[config.mk]
export PLATFORM = sky130hd
export DESIGN_NAME = mem_arbiter
export DESIGN_NICKNAME = d
export VERILOG_FILES = /design/src/rtl/mem_arbiter.sv
export SDC_FILE = /design/constraint.sdc
export NUM_CORES = 1
export LEC_CHECK = 0
export BUFFER_PORTS_ARGS = -buffer_cell sky130_fd_sc_hd__buf_2
export CAP_MARGIN = 20
export CELL_PAD_IN_SITES_DETAIL_PLACEMENT = 1
export CELL_PAD_IN_SITES_GLOBAL_PLACEMENT = 1
export CORE_UTILIZATION = 38
export DETAILED_ROUTE_END_ITERATION = 8
export PLACE_DENSITY_LB_ADDON = 0.3
export SYNTH_ARGS = -nofsm -noshare
export SYNTH_HDL_FRONTEND = slang
export SYNTH_SLANG_ARGS = --single-unit
[constraint.sdc]
create_clock -name clock -period 2.7 [get_ports clock]
set_input_delay 0.135 -clock clock [delete_from_list [all_inputs] [get_ports clock]]
set_output_delay 0.135 -clock clock [all_outputs]
set_load 0.02 [all_outputs]
[src/rtl/mem_arbiter.sv]
// Round-robin arbiter that shares a single-ported memory between the IFU and LSU.
// It issues one memory access per transaction and adds a programmable response latency.
module mem_arbiter #(
  parameter int LATENCY = 2,
  parameter int CNT_W   = 8
) (
  input  logic        clock,
  input  logic        reset,
  input  logic        ifu_req_valid,
  output logic        ifu_req_ready,
  input  logic [31:0] ifu_req_addr,
  output logic        ifu_resp_valid,
  input  logic        ifu_resp_ready,
  output logic [31:0] ifu_resp_data,
  input  logic        lsu_req_valid,
  output logic        lsu_req_ready,
  input  logic [31:0] lsu_req_addr,
  input  logic        lsu_req_wen,
  input  logic [31:0] lsu_req_wdata,
  input  logic [3:0]  lsu_req_wmask,
  output logic        lsu_resp_valid,
  input  logic        lsu_resp_ready,
  output logic [31:0] lsu_resp_data,
  output logic        mem_valid,
  output logic        mem_wen,
  output logic [31:0] mem_addr,
  output logic [31:0] mem_wdata,
  output logic [3:0]  mem_wmask,
  input  logic [31:0] mem_rdata,
  output logic        busy
);

  typedef enum logic [1:0] {
    ST_IDLE   = 2'd0,
    ST_ACCESS = 2'd1,
    ST_WAIT   = 2'd2,
    ST_RESP   = 2'd3
  } state_e;

  localparam logic OWN_IFU = 1'b0;
  localparam logic OWN_LSU = 1'b1;

  state_e             state_q, state_d;
  logic               owner_q, owner_d;
  logic               last_grant_q, last_grant_d;
  logic               wen_q, wen_d;
  logic               mem_valid_q, mem_valid_d;
  logic               mem_wen_q, mem_wen_d;
  logic [31:0]        mem_addr_q, mem_addr_d;
  logic [31:0]        mem_wdata_q, mem_wdata_d;
  logic [3:0]         mem_wmask_q, mem_wmask_d;
  logic [31:0]        data_q, data_d;
  logic [CNT_W-1:0]   cnt_q, cnt_d;
  logic               busy_q, busy_d;
  logic               ifu_resp_valid_q, ifu_resp_valid_d;
  logic [31:0]        ifu_resp_data_q, ifu_resp_data_d;
  logic               lsu_resp_valid_q, lsu_resp_valid_d;
  logic [31:0]        lsu_resp_data_q, lsu_resp_data_d;

  logic               grant_ifu_s;
  logic               grant_lsu_s;
  logic               idle_s;
  logic [31:0]        rdata_sel_s;
  logic               resp_hs_s;

  // On a tie the LSU wins only if the IFU was served last.
  assign grant_lsu_s = lsu_req_valid && (!ifu_req_valid || (last_grant_q == OWN_IFU));
  assign grant_ifu_s = ifu_req_valid && !grant_lsu_s;
  assign idle_s      = (state_q == ST_IDLE);

  // Gating with reset keeps the ready strobes low while reset is held.
  assign ifu_req_ready = idle_s && grant_ifu_s && reset;
  assign lsu_req_ready = idle_s && grant_lsu_s && reset;

  assign rdata_sel_s = wen_q ? 32'h0000_0000 : mem_rdata;
  assign resp_hs_s   = (owner_q == OWN_LSU) ? lsu_resp_ready : ifu_resp_ready;

  // Next-state and next-output computation for the transaction sequencer.
  always_comb begin
    state_d          = state_q;
    owner_d          = owner_q;
    last_grant_d     = last_grant_q;
    wen_d            = wen_q;
    mem_valid_d      = 1'b0;
    mem_wen_d        = 1'b0;
    mem_addr_d       = 32'h0000_0000;
    mem_wdata_d      = 32'h0000_0000;
    mem_wmask_d      = 4'h0;
    data_d           = data_q;
    cnt_d            = cnt_q;
    busy_d           = busy_q;
    ifu_resp_valid_d = ifu_resp_valid_q;
    ifu_resp_data_d  = ifu_resp_data_q;
    lsu_resp_valid_d = lsu_resp_valid_q;
    lsu_resp_data_d  = lsu_resp_data_q;

    case (state_q)
      ST_IDLE: begin
        if (grant_lsu_s) begin
          owner_d     = OWN_LSU;
          wen_d       = lsu_req_wen;
          mem_valid_d = 1'b1;
          mem_wen_d   = lsu_req_wen && (lsu_req_wmask != 4'h0);
          mem_addr_d  = lsu_req_addr;
          mem_wdata_d = lsu_req_wdata;
          mem_wmask_d = lsu_req_wmask;
          busy_d      = 1'b1;
          state_d     = ST_ACCESS;
        end else if (grant_ifu_s) begin
          owner_d     = OWN_IFU;
          wen_d       = 1'b0;
          mem_valid_d = 1'b1;
          mem_wen_d   = 1'b0;
          mem_addr_d  = ifu_req_addr;
          mem_wdata_d = 32'h0000_0000;
          mem_wmask_d = 4'h0;
          busy_d      = 1'b1;
          state_d     = ST_ACCESS;
        end else begin
          state_d = ST_IDLE;
        end
      end

      ST_ACCESS: begin
        data_d = rdata_sel_s;
        cnt_d  = CNT_W'(LATENCY);
        if (LATENCY == 0) begin
          // No wait phase, so the response is loaded straight from the memory data.
          state_d          = ST_RESP;
          ifu_resp_valid_d = (owner_q == OWN_IFU);
          ifu_resp_data_d  = (owner_q == OWN_IFU) ? rdata_sel_s : 32'h0000_0000;
          lsu_resp_valid_d = (owner_q == OWN_LSU);
          lsu_resp_data_d  = (owner_q == OWN_LSU) ? rdata_sel_s : 32'h0000_0000;
        end else begin
          state_d = ST_WAIT;
        end
      end

      ST_WAIT: begin
        cnt_d = cnt_q - CNT_W'(1);
        if (cnt_q == CNT_W'(1)) begin
          state_d          = ST_RESP;
          ifu_resp_valid_d = (owner_q == OWN_IFU);
          ifu_resp_data_d  = (owner_q == OWN_IFU) ? data_q : 32'h0000_0000;
          lsu_resp_valid_d = (owner_q == OWN_LSU);
          lsu_resp_data_d  = (owner_q == OWN_LSU) ? data_q : 32'h0000_0000;
        end else begin
          state_d = ST_WAIT;
        end
      end

      ST_RESP: begin
        if (resp_hs_s) begin
          last_grant_d     = owner_q;
          busy_d           = 1'b0;
          ifu_resp_valid_d = 1'b0;
          ifu_resp_data_d  = 32'h0000_0000;
          lsu_resp_valid_d = 1'b0;
          lsu_resp_data_d  = 32'h0000_0000;
          state_d          = ST_IDLE;
        end else begin
          state_d = ST_RESP;
        end
      end

      default: begin
        busy_d           = 1'b0;
        ifu_resp_valid_d = 1'b0;
        ifu_resp_data_d  = 32'h0000_0000;
        lsu_resp_valid_d = 1'b0;
        lsu_resp_data_d  = 32'h0000_0000;
        state_d          = ST_IDLE;
      end
    endcase
  end

  // State and registered-output flops; reset aborts any transaction in flight.
  always_ff @(posedge clock or negedge reset) begin
    if (!reset) begin
      state_q          <= ST_IDLE;
      owner_q          <= OWN_IFU;
      last_grant_q     <= OWN_LSU;
      wen_q            <= 1'b0;
      mem_valid_q      <= 1'b0;
      mem_wen_q        <= 1'b0;
      mem_addr_q       <= 32'h0000_0000;
      mem_wdata_q      <= 32'h0000_0000;
      mem_wmask_q      <= 4'h0;
      data_q           <= 32'h0000_0000;
      cnt_q            <= '0;
      busy_q           <= 1'b0;
      ifu_resp_valid_q <= 1'b0;
      ifu_resp_data_q  <= 32'h0000_0000;
      lsu_resp_valid_q <= 1'b0;
      lsu_resp_data_q  <= 32'h0000_0000;
    end else begin
      state_q          <= state_d;
      owner_q          <= owner_d;
      last_grant_q     <= last_grant_d;
      wen_q            <= wen_d;
      mem_valid_q      <= mem_valid_d;
      mem_wen_q        <= mem_wen_d;
      mem_addr_q       <= mem_addr_d;
      mem_wdata_q      <= mem_wdata_d;
      mem_wmask_q      <= mem_wmask_d;
      data_q           <= data_d;
      cnt_q            <= cnt_d;
      busy_q           <= busy_d;
      ifu_resp_valid_q <= ifu_resp_valid_d;
      ifu_resp_data_q  <= ifu_resp_data_d;
      lsu_resp_valid_q <= lsu_resp_valid_d;
      lsu_resp_data_q  <= lsu_resp_data_d;
    end
  end

  assign mem_valid      = mem_valid_q;
  assign mem_wen        = mem_wen_q;
  assign mem_addr       = mem_addr_q;
  assign mem_wdata      = mem_wdata_q;
  assign mem_wmask      = mem_wmask_q;
  assign busy           = busy_q;
  assign ifu_resp_valid = ifu_resp_valid_q;
  assign ifu_resp_data  = ifu_resp_data_q;
  assign lsu_resp_valid = lsu_resp_valid_q;
  assign lsu_resp_data  = lsu_resp_data_q;

endmodule

==> flow_summary.json, run 1 <==
{
  "worst_slew_pin_slew_ps": 680,
  "num_antenna_cells": 0,
  "reg2reg_depth": 7,
  "slew_violations": 0,
  "synth_edf_count": 0,
  "num_io_pins": 278,
  "rrSetupSlack_ps": 140,
  "postRouteAntennaNets": 0,
  "ctsRootBufferMaster": "clkbuf_16",
  "area_delta_synth_final_pct": 44.7,
  "first_global_vias": 8355,
  "avgRoutedWirePerCell_um": 21.8,
  "synth_top_area_share_pct": 55.8,
  "p_switching_w": 0.00137,
  "hold_depth": 3,
  "gp_congestion": 0.808,
  "path_clk_slew_ps": 70,
  "synth_most_common_cell": "dfrtp_1",
  "critical_path.endpoint_type": "register",
  "min_to": "data_q[23]",
  "grt-ovfl-total": 0,
  "p_sw_share_pct": 25.0,
  "status": "finished, final reports clean",
  "leakage_nw": 5.29,
  "cts.sinks": 182,
  "critical_path.slowest_cell": "dlygate4sd3_1",
  "die_w_um": 148,
  "firstDrtPassIters": 4,
  "grt_max_degree": 68,
  "power.internal_w": 0.00412,
  "crit_path_start": "state_q[1]",
  "setup_slack_ps": 141,
  "wirelength_mm": 31.1,
  "yosysTopAreaCell": "dfrtp_1",
  "drv_cap": 0,
  "reg2reg_from": "state_q[1]",
  "skew_ps": 14.9,
  "vias": 7836,
  "slew_headroom_pct": 54.7,
  "synth_warnings": 0,
  "fin_nets": 1281,
  "post_cts_resized": 0,
  "cts_made_buffers": 17,
  "drtIter0Drc": 326,
  "rsz0062_at_grt": "no",
  "drive_above_1_share_pct": 32.8,
  "critPathMaxFanout": 30,
  "finalSetupViolations": 0,
  "synthTopCellsByArea": "dfrtp_1 (56%), nand3_1 (8.3%), nand4_1 (4.9%)",
  "synth_common_cells": "dfrtp_1 (181), nand3_1 (135), nand4_1 (64)",
  "async_flop_share_pct": 100,
  "max_freq_mhz": 391,
  "avgSynthCellArea_um2": 10.7,
  "required_ps": 3060,
  "port-buffer-count": 277,
  "crit_family": "buffers and inverters",
  "synth-main-ff-cell": "dfrtp_1",
  "vdd_drop_max_uv": 337,
  "pre_cts_slack_ps": 452,
  "ys_seq_area_share_pct": 56.1,
  "cts_tree": "done",
  "p_per_area_nw_per_um2": 467,
  "tns_ps": 0,
  "clockBufferDepth": 2,
  "worstReg2RegEnd": "mem_addr[21]",
  "synthCells": 762,
  "dieArea_um2": 22000,
  "syn-num-nets": 907,
  "clock_power_share_pct": 44.5,
  "crit_chain": "inv_1 > ha_1 > nand2_1 > a21oi_4 > buf_4 > a22o_1 > dlygate4sd3_1",
  "min_from": "mem_rdata[23]",
  "critPathMaxStageDelay_ps": 570,
  "critPathKind": "reg2reg",
  "core_um2": 21000,
  "cp_data_arrival_time_ps": 2920,
  "drcViolationCount": 0,
  "critPathBufInv": 3,
  "cts_setup_buffers": 0,
  "hold_viol_final": 0,
  "utilization_pct": 56.1,
  "min_period_ps": 2560,
  "synth.distinct_cells": 40,
  "finalCritPeriodShare_pct": 94.8,
  "rows": 53,
  "grt_pass1_wl_mm": 48.4,
  "clk_latency_ps": 430,
  "initial_core_util_pct": 38.8,
  "pwr-share-seq_pct": 49.6,
  "die_h_um": 148,
  "cp-start-kind": "register",
  "hold_class": "in2reg",
  "gr-usage-all-layers_pct": 28.7,
  "grt_antenna_before_repair": 0,
  "cts_htree_levels": 4,
  "comb_power_share_pct": 5.9,
  "viasPerCell": 5.51,
  "synth_seq_cells": 182,
  "syn_area_um2": 8120,
  "hpwl_mm": 18.3
}
-- worst max-delay path by stage --
stage | to | slack, ps | depth (start not counted)
floorplan | cnt_q[5] | 770 | 5
global placement | lsu_resp_data[11] | 540 | 6
detailed placement | lsu_resp_data[11] | 450 | 6
CTS | mem_addr[4] | 250 | 7
global route | mem_addr[21] | 10 | 7
finish | mem_addr[21] | 140 | 7
-- registers in the layout, indices dropped and copies added (netlist names), 2 cells and up --
register / count
data_q: 32
ifu_resp_data: 32
lsu_resp_data: 32
mem_addr: 32
mem_wdata: 32
cnt_q: 8
mem_wmask: 4
state_q: 2
-- stage by stage --
step	total power (W)	area, um2	instances	hold WS [ps]
2_1_floorplan	0.00279	8120	762	-161
3_3_place_gp	0.00297	9860	1259	178
3_5_place_dp	0.00297	9860	1259	179
4_1_cts	0.00551	11800	1423	11.9
5_1_grt	0.00565	11800	1423	32.0
6_report	0.00549	11800	1423	28.5
-- tightest hold or removal path, stage by stage --
cell      delay (ps)
buf_2             80
nand3b_1          90
o21ai_0          100
-- power groups by stage --
stage	registers, W	logic (W)	clock network [W]
5_1_grt	0.00272	0.000350	0.00258
3_3_place_gp	0.00278	0.000192	0
4_1_cts	0.00272	0.000309	0.00248
2_1_floorplan	0.00278	0.0000149	0
3_5_place_dp	0.00278	0.000196	0
6_report	0.00272	0.000324	0.00245
-- kinds of logic after synthesis --
logic type,after synthesis,share of synthesized area [%]
mux,2,0.247
simple gates,297,21.3
xor+xnor,1,0.108
flops,182,56.1
fa+ha+maj,6,0.924
compound gates,154,15.2
buf+inv,120,6.10
-- what timing repair did --
item | in CTS | in global routing
setup endpoints to repair | 0 | 0
hold buffers | 133 | 0
hold endpoints to repair | 162 | 0
-- layer usage --
layer	GRT usage [%]	vias up	wire length (um)
li1	-	3546	-
met1	34.2	3975	12600
met2	50.8	259	15900
met3	5.89	56	1540
met4	10.7	0	1000
met5	0	-	0
-- placed cells by master, fill, tap and decap left out, types with 2 or more instances in the layout --
cell / n
buf_2: 276
dfrtp_1: 181
nand3_1: 135
dlygate4sd3_1: 133
nand4_1: 64
inv_1: 40
o21ai_0: 39
and2_1: 38
o211ai_1: 37
a22o_1: 33
nand3b_1: 32
o211ai_2: 30
buf_4: 20
clkbuf_16: 17
a21oi_1: 6
nand2_1: 5
clkinv_4: 5
buf_12: 5
nor2_1: 4
ha_1: 4
inv_8: 4
or4_1: 3
or3_1: 2
nand2b_1: 2
inv_6: 2
clkinvlp_4: 2
-- final cells by class --
type / instances / area (um2)
Multi-Input combinational cell: 460 / 3160
Timing Repair Buffer: 435 / 2980
Clock inverter: 14 / 138
Inverter: 40 / 150
Fill cell: 2366 / 9200
Clock buffer: 17 / 425
Tap cell: 275 / 344
Sequential cell: 182 / 4560
Power figures use the tool's default switching activity.
==> inputs of run 2 (changes only) <==
==> constraint.sdc (replaced) <==
create_clock -name clock -period 2.7 [get_ports clock]
set_input_delay 0.135 -clock clock [delete_from_list [all_inputs] [get_ports clock]]
set_output_delay 0.135 -clock clock [all_outputs]
set_load 0.005 [all_outputs]
==> run 2 against run 1 <==
Critical path depth unchanged. Largest cell class unchanged. Cell area about the same. Global-route usage increased by 0.29 points. Sequential power about the same.
==> flow_summary.json, run 2 (synthesis results as in run 1) <==
{
  "status": "finished, final reports clean",
  "port-buffer-count": 277,
  "final_common_cell": "buf_2",
  "hpwl_mm": 17.7,
  "cts_setup_buffers": 0,
  "avgRoutedWirePerCell_um": 21.8,
  "gp_congestion": 0.786,
  "regArea_um2": 4560,
  "cts.sinks": 182,
  "max_freq_mhz": 413,
  "min_period_ps": 2420,
  "hold_class": "in2reg",
  "slew_violations": 0,
  "grt_max_degree": 69,
  "critPathKind": "reg2reg",
  "dieArea_um2": 22000,
  "drive_above_1_share_pct": 32.8,
  "critical_path.endpoint_type": "register",
  "die_w_um": 148,
  "leakage_nw": 5.30,
  "num_io_pins": 278,
  "pre_cts_slack_ps": 579,
  "grt_pass1_wl_mm": 48.6,
  "vias": 7857,
  "required_ps": 3070,
  "fin_nets": 1277,
  "grt_antenna_before_repair": 1,
  "finalCritPeriodShare_pct": 89.7,
  "hold_viol_final": 0,
  "hold_buffers": 132,
  "hold_depth": 3,
  "multi_input_area_um2": 3160,
  "firstDrtPassIters": 5,
  "slew_headroom_pct": 38.8,
  "die_h_um": 148,
  "ctsRootBufferMaster": "clkbuf_16",
  "drtIter0Drc": 429,
  "vdd_drop_max_uv": 319,
  "grt-ovfl-total": 0,
  "cts_htree_levels": 4,
  "core_um2": 21000,
  "num_antenna_cells": 0,
  "area_delta_synth_final_pct": 44.8,
  "wirelength_mm": 30.9,
  "post_cts_resized": 0,
  "worst_slew_pin_slew_ps": 918,
  "first_global_vias": 8589,
  "skew_ps": 14.7,
  "critPathMaxFanout": 30,
  "initial_core_util_pct": 38.8,
  "postRouteAntennaNets": 0,
  "drcViolationCount": 0,
  "rsz0062_at_grt": "no",
  "finalSetupViolations": 0,
  "tns_ps": 0,
  "reg2reg_depth": 7,
  "clk_latency_ps": 440,
  "whs_ps": 18.4,
  "rows": 53,
  "viasPerCell": 5.53,
  "gr-usage-all-layers_pct": 29.0,
  "p_per_area_nw_per_um2": 473,
  "mostFrequentLayoutCells": "buf_2 (276), dfrtp_1 (181), nand3_1 (135)",
  "path_clk_slew_ps": 80,
  "cts_tree": "done",
  "clockBufferDepth": 2,
  "setup_slack_ps": 279,
  "cts_made_buffers": 17,
  "nFillCells": 2345,
  "cp-start-kind": "register",
  "cp_data_arrival_time_ps": 2790,
  "drv_cap": 0
}
-- run 2: cell types whose count changed in the layout (fill, tap and decap cells not counted), moves of 2 or more --
cell        previous run  this run
buf_4                 20        16
clkinv_4               5         1
inv_6                  2         6
clkinv_8               1         3
clkinvlp_4             2         0
-- run 2: layer usage --
metal  wire (um)  vias to the layer above  GRT usage (%)
li1            -                     3528              -
met2       15800                      311           49.7
met1       12100                     3951           34.7
met4        1080                        2           12.2
met5          15                        -              0
met3        1990                       65           7.06
-- run 2: through the flow --
| stage | instances | utilization [%] | instance area (um2) | total power [W] |
|---|---|---|---|---|
| finish | 1420 | 56.1 | 11800 | 0.00556 |
| global route | 1420 | 56.1 | 11800 | 0.00575 |
| CTS | 1420 | 56.1 | 11800 | 0.00558 |
| detailed placement | 1256 | 47.0 | 9850 | 0.00297 |
| global placement | 1256 | 47.0 | 9850 | 0.00297 |
| floorplan | 762 | - | 8120 | 0.00279 |
-- run 2: path summary, 6_finish.rpt --
check                      slack (ps)           from                 to
max                               280     state_q[0]        mem_addr[6]
min                                20  mem_rdata[23]         data_q[23]
max reg2reg                       280     state_q[0]        mem_addr[6]
min reg2reg                       510          wen_q              wen_q
max in group asynchronous        1570          reset   lsu_resp_data[7]
min in group asynchronous         240          reset  lsu_resp_data[27]
-- run 2: power breakdown --
group | internal (W) | switching, W | leakage [nW]
clock | 0.00125 | 0.00127 | 0.290
combinational | 0.000178 | 0.000145 | 3.02
sequential | 0.00272 | 0 | 1.99
total | 0.00415 | 0.00141 | 5.30
-- run 2: worst max-delay path: stages (launching register included) --
cell           delay (ps)
dfrtp_1               440
inv_1                 110
ha_1                  260
nand2_1               100
a21oi_2               250
buf_4                 370
a22o_1                240
dlygate4sd3_1         570
-- run 2: cell type report --
class | count | area share (%)
clock inverter | 15 | 1.36
tap | 275 | 2.93
timing repair buffer | 431 | 25.2
multi-input combinational | 460 | 26.9
sequential | 182 | 38.8
clock buffer | 17 | 3.62
inverter | 40 | 1.28
==> inputs of run 3 (changes only) <==
--- a/config.mk
+++ b/config.mk
@@ -12,6 +12,7 @@
 export CORE_UTILIZATION = 38
 export DETAILED_ROUTE_END_ITERATION = 8
 export PLACE_DENSITY_LB_ADDON = 0.3
+export REMOVE_ABC_BUFFERS = 1
 export SYNTH_ARGS = -nofsm -noshare
 export SYNTH_HDL_FRONTEND = slang
 export SYNTH_SLANG_ARGS = --single-unit
==> run 3 against run 2 <==
Critical endpoint is now mem_addr[23]. Sequential cell count unchanged. Core utilization up 0.096 points. Highest routed layer unchanged. Global-route usage down 0.19 points. Largest cell class unchanged.
==> flow_summary.json, run 3 (synthesis results as in run 1) <==
{
  "hpwl_mm": 17.9,
  "wl_met1_mm": 12.4,
  "crit_family": "buffers and inverters",
  "clockBufferDepth": 2,
  "hold_viol_final": 0,
  "p_per_area_nw_per_um2": 478,
  "hold_buffers": 130,
  "drive_above_1_share_pct": 33.0,
  "dieArea_um2": 22000,
  "status": "finished, final reports clean",
  "pwr-share-seq_pct": 48.4,
  "post_cts_resized": 0,
  "path_clk_slew_ps": 80,
  "cts_tree": "done",
  "whs_ps": 25.5,
  "critPathMaxFanout": 39,
  "rsz0062_at_grt": "no",
  "slew_headroom_pct": 61.2,
  "cts_htree_levels": 4,
  "cp_data_arrival_time_ps": 2780,
  "hold_class": "in2reg",
  "post-place-cells": 1260,
  "comb_power_share_pct": 5.5,
  "first_global_vias": 8445,
  "postRouteAntennaNets": 0,
  "regArea_um2": 4560,
  "gr-usage-all-layers_pct": 28.8,
  "power.internal_w": 0.00423,
  "finalCritPeriodShare_pct": 89.4,
  "stdcell_count": 1424,
  "leakage_nw": 5.30,
  "finalSetupViolations": 0,
  "critPathBufInv": 3,
  "vdd_drop_max_uv": 416,
  "firstDrtPassIters": 5,
  "wl_met3_mm": 1.78,
  "p_switching_w": 0.00140,
  "p_sw_share_pct": 24.8,
  "critPathKind": "reg2reg",
  "critical_path.endpoint_type": "register",
  "gp_congestion": 0.791,
  "cp-start-kind": "register",
  "drtIter0Drc": 316,
  "initial_core_util_pct": 38.8,
  "drv_cap": 0,
  "cts_made_buffers": 17,
  "critPathMaxStageDelay_ps": 600,
  "mostFrequentLayoutCells": "buf_2 (276), dfrtp_1 (181), nand3_1 (135)",
  "avgRoutedWirePerCell_um": 21.6,
  "rows": 53,
  "grt_max_degree": 69,
  "worst_slew_pin_slew_ps": 583,
  "crit_chain": "inv_1 > ha_1 > nand2_1 > a21oi_4 > buf_4 > a22o_1 > dlygate4sd3_1",
  "cts_setup_buffers": 0,
  "port-buffer-count": 277,
  "min_period_ps": 2410,
  "nFillCells": 2299,
  "die_w_um": 148,
  "area_delta_synth_final_pct": 45.0,
  "critical_path.slowest_cell": "dlygate4sd3_1",
  "ctsRootBufferMaster": "clkbuf_16",
  "grt-ovfl-total": 0,
  "wirelength_mm": 30.7,
  "num_io_pins": 278,
  "clk_latency_ps": 430,
  "drcViolationCount": 0,
  "die_h_um": 148,
  "multi_input_area_um2": 3160,
  "viasPerCell": 5.48,
  "cts.sinks": 182,
  "core_um2": 21000,
  "slew_violations": 0,
  "vias": 7808,
  "maxUsedRoutingLayer": "met5",
  "max_freq_mhz": 414,
  "grt_antenna_before_repair": 3,
  "final_common_cell": "buf_2",
  "met2_wirelength_mm": 15.6,
  "grt_pass1_wl_mm": 48.5,
  "clock_power_share_pct": 46.1,
  "required_ps": 3060,
  "fin_nets": 1279,
  "skew_ps": 17.7
}
## run 3: cell count changes in the layout (fill, tap and decap cells not counted)
cell,change
clkinv_2,-1
diode_2,+2
buf_4,+6
clkinv_4,+1
buf_12,-2
inv_6,-4
clkinvlp_4,+2
dlygate4sd3_1,-2
bufinv_16,+1
clkinv_8,+1
## run 3: metal layers
layer  vias up  track usage [%]
li1       3535                -
met1      3934             35.9
met2       278             48.6
met3        59             6.23
met4         2             11.3
met5         -                0
## run 3: worst paths after layout
path / from / to / slack (ps) / cells past startpoint
setup / recovery: state_q[1] / mem_addr[23] / 290 / 7
setup reg to reg: state_q[1] / mem_addr[23] / 290 / 7
hold reg to reg: busy / busy / 560 / 2
min in group asynchronous: reset / data_q[5] / 270 / 2
max in group asynchronous: reset / ifu_resp_data[25] / 1480 / 3
hold / removal: lsu_resp_ready / last_grant_q / 30 / 3
## run 3: power by group through the flow
stage	clock network [W]	logic [W]	registers [W]
final	0.00260	0.000311	0.00272
after global routing	0.00275	0.000338	0.00272
after CTS	0.00262	0.000302	0.00272
after detailed placement	0	0.000192	0.00278
after global placement	0	0.000189	0.00278
after floorplan	0	0.0000119	0.00278
## run 3: metrics by stage
step                setup TNS (ps)  utilization, %  area (um2)  worst slack (ps)  total power (W)
detailed placement               0            47.0        9850               525          0.00297
global placement                 0            47.0        9850               609          0.00297
floorplan                  -124550               -        7770             -1370          0.00279
finish                           0            56.2       11800               287          0.00563
global route                     0            56.2       11800               154          0.00581
CTS                              0            56.2       11800               387          0.00565
## run 3: layout make-up
type | count | area share [%]
Inverter | 40 | 1.28
Timing Repair Buffer | 433 | 25.0
Sequential cell | 182 | 38.7
Multi-Input combinational cell | 460 | 26.9
Antenna cell | 2 | 0.0425
Tap cell | 275 | 2.92
Clock inverter | 15 | 1.62
Clock buffer | 17 | 3.61
## run 3: tightest hold or removal path: stages
cell and delay [ps]:
buf_2 130, a21oi_1 120, nor2_1 50
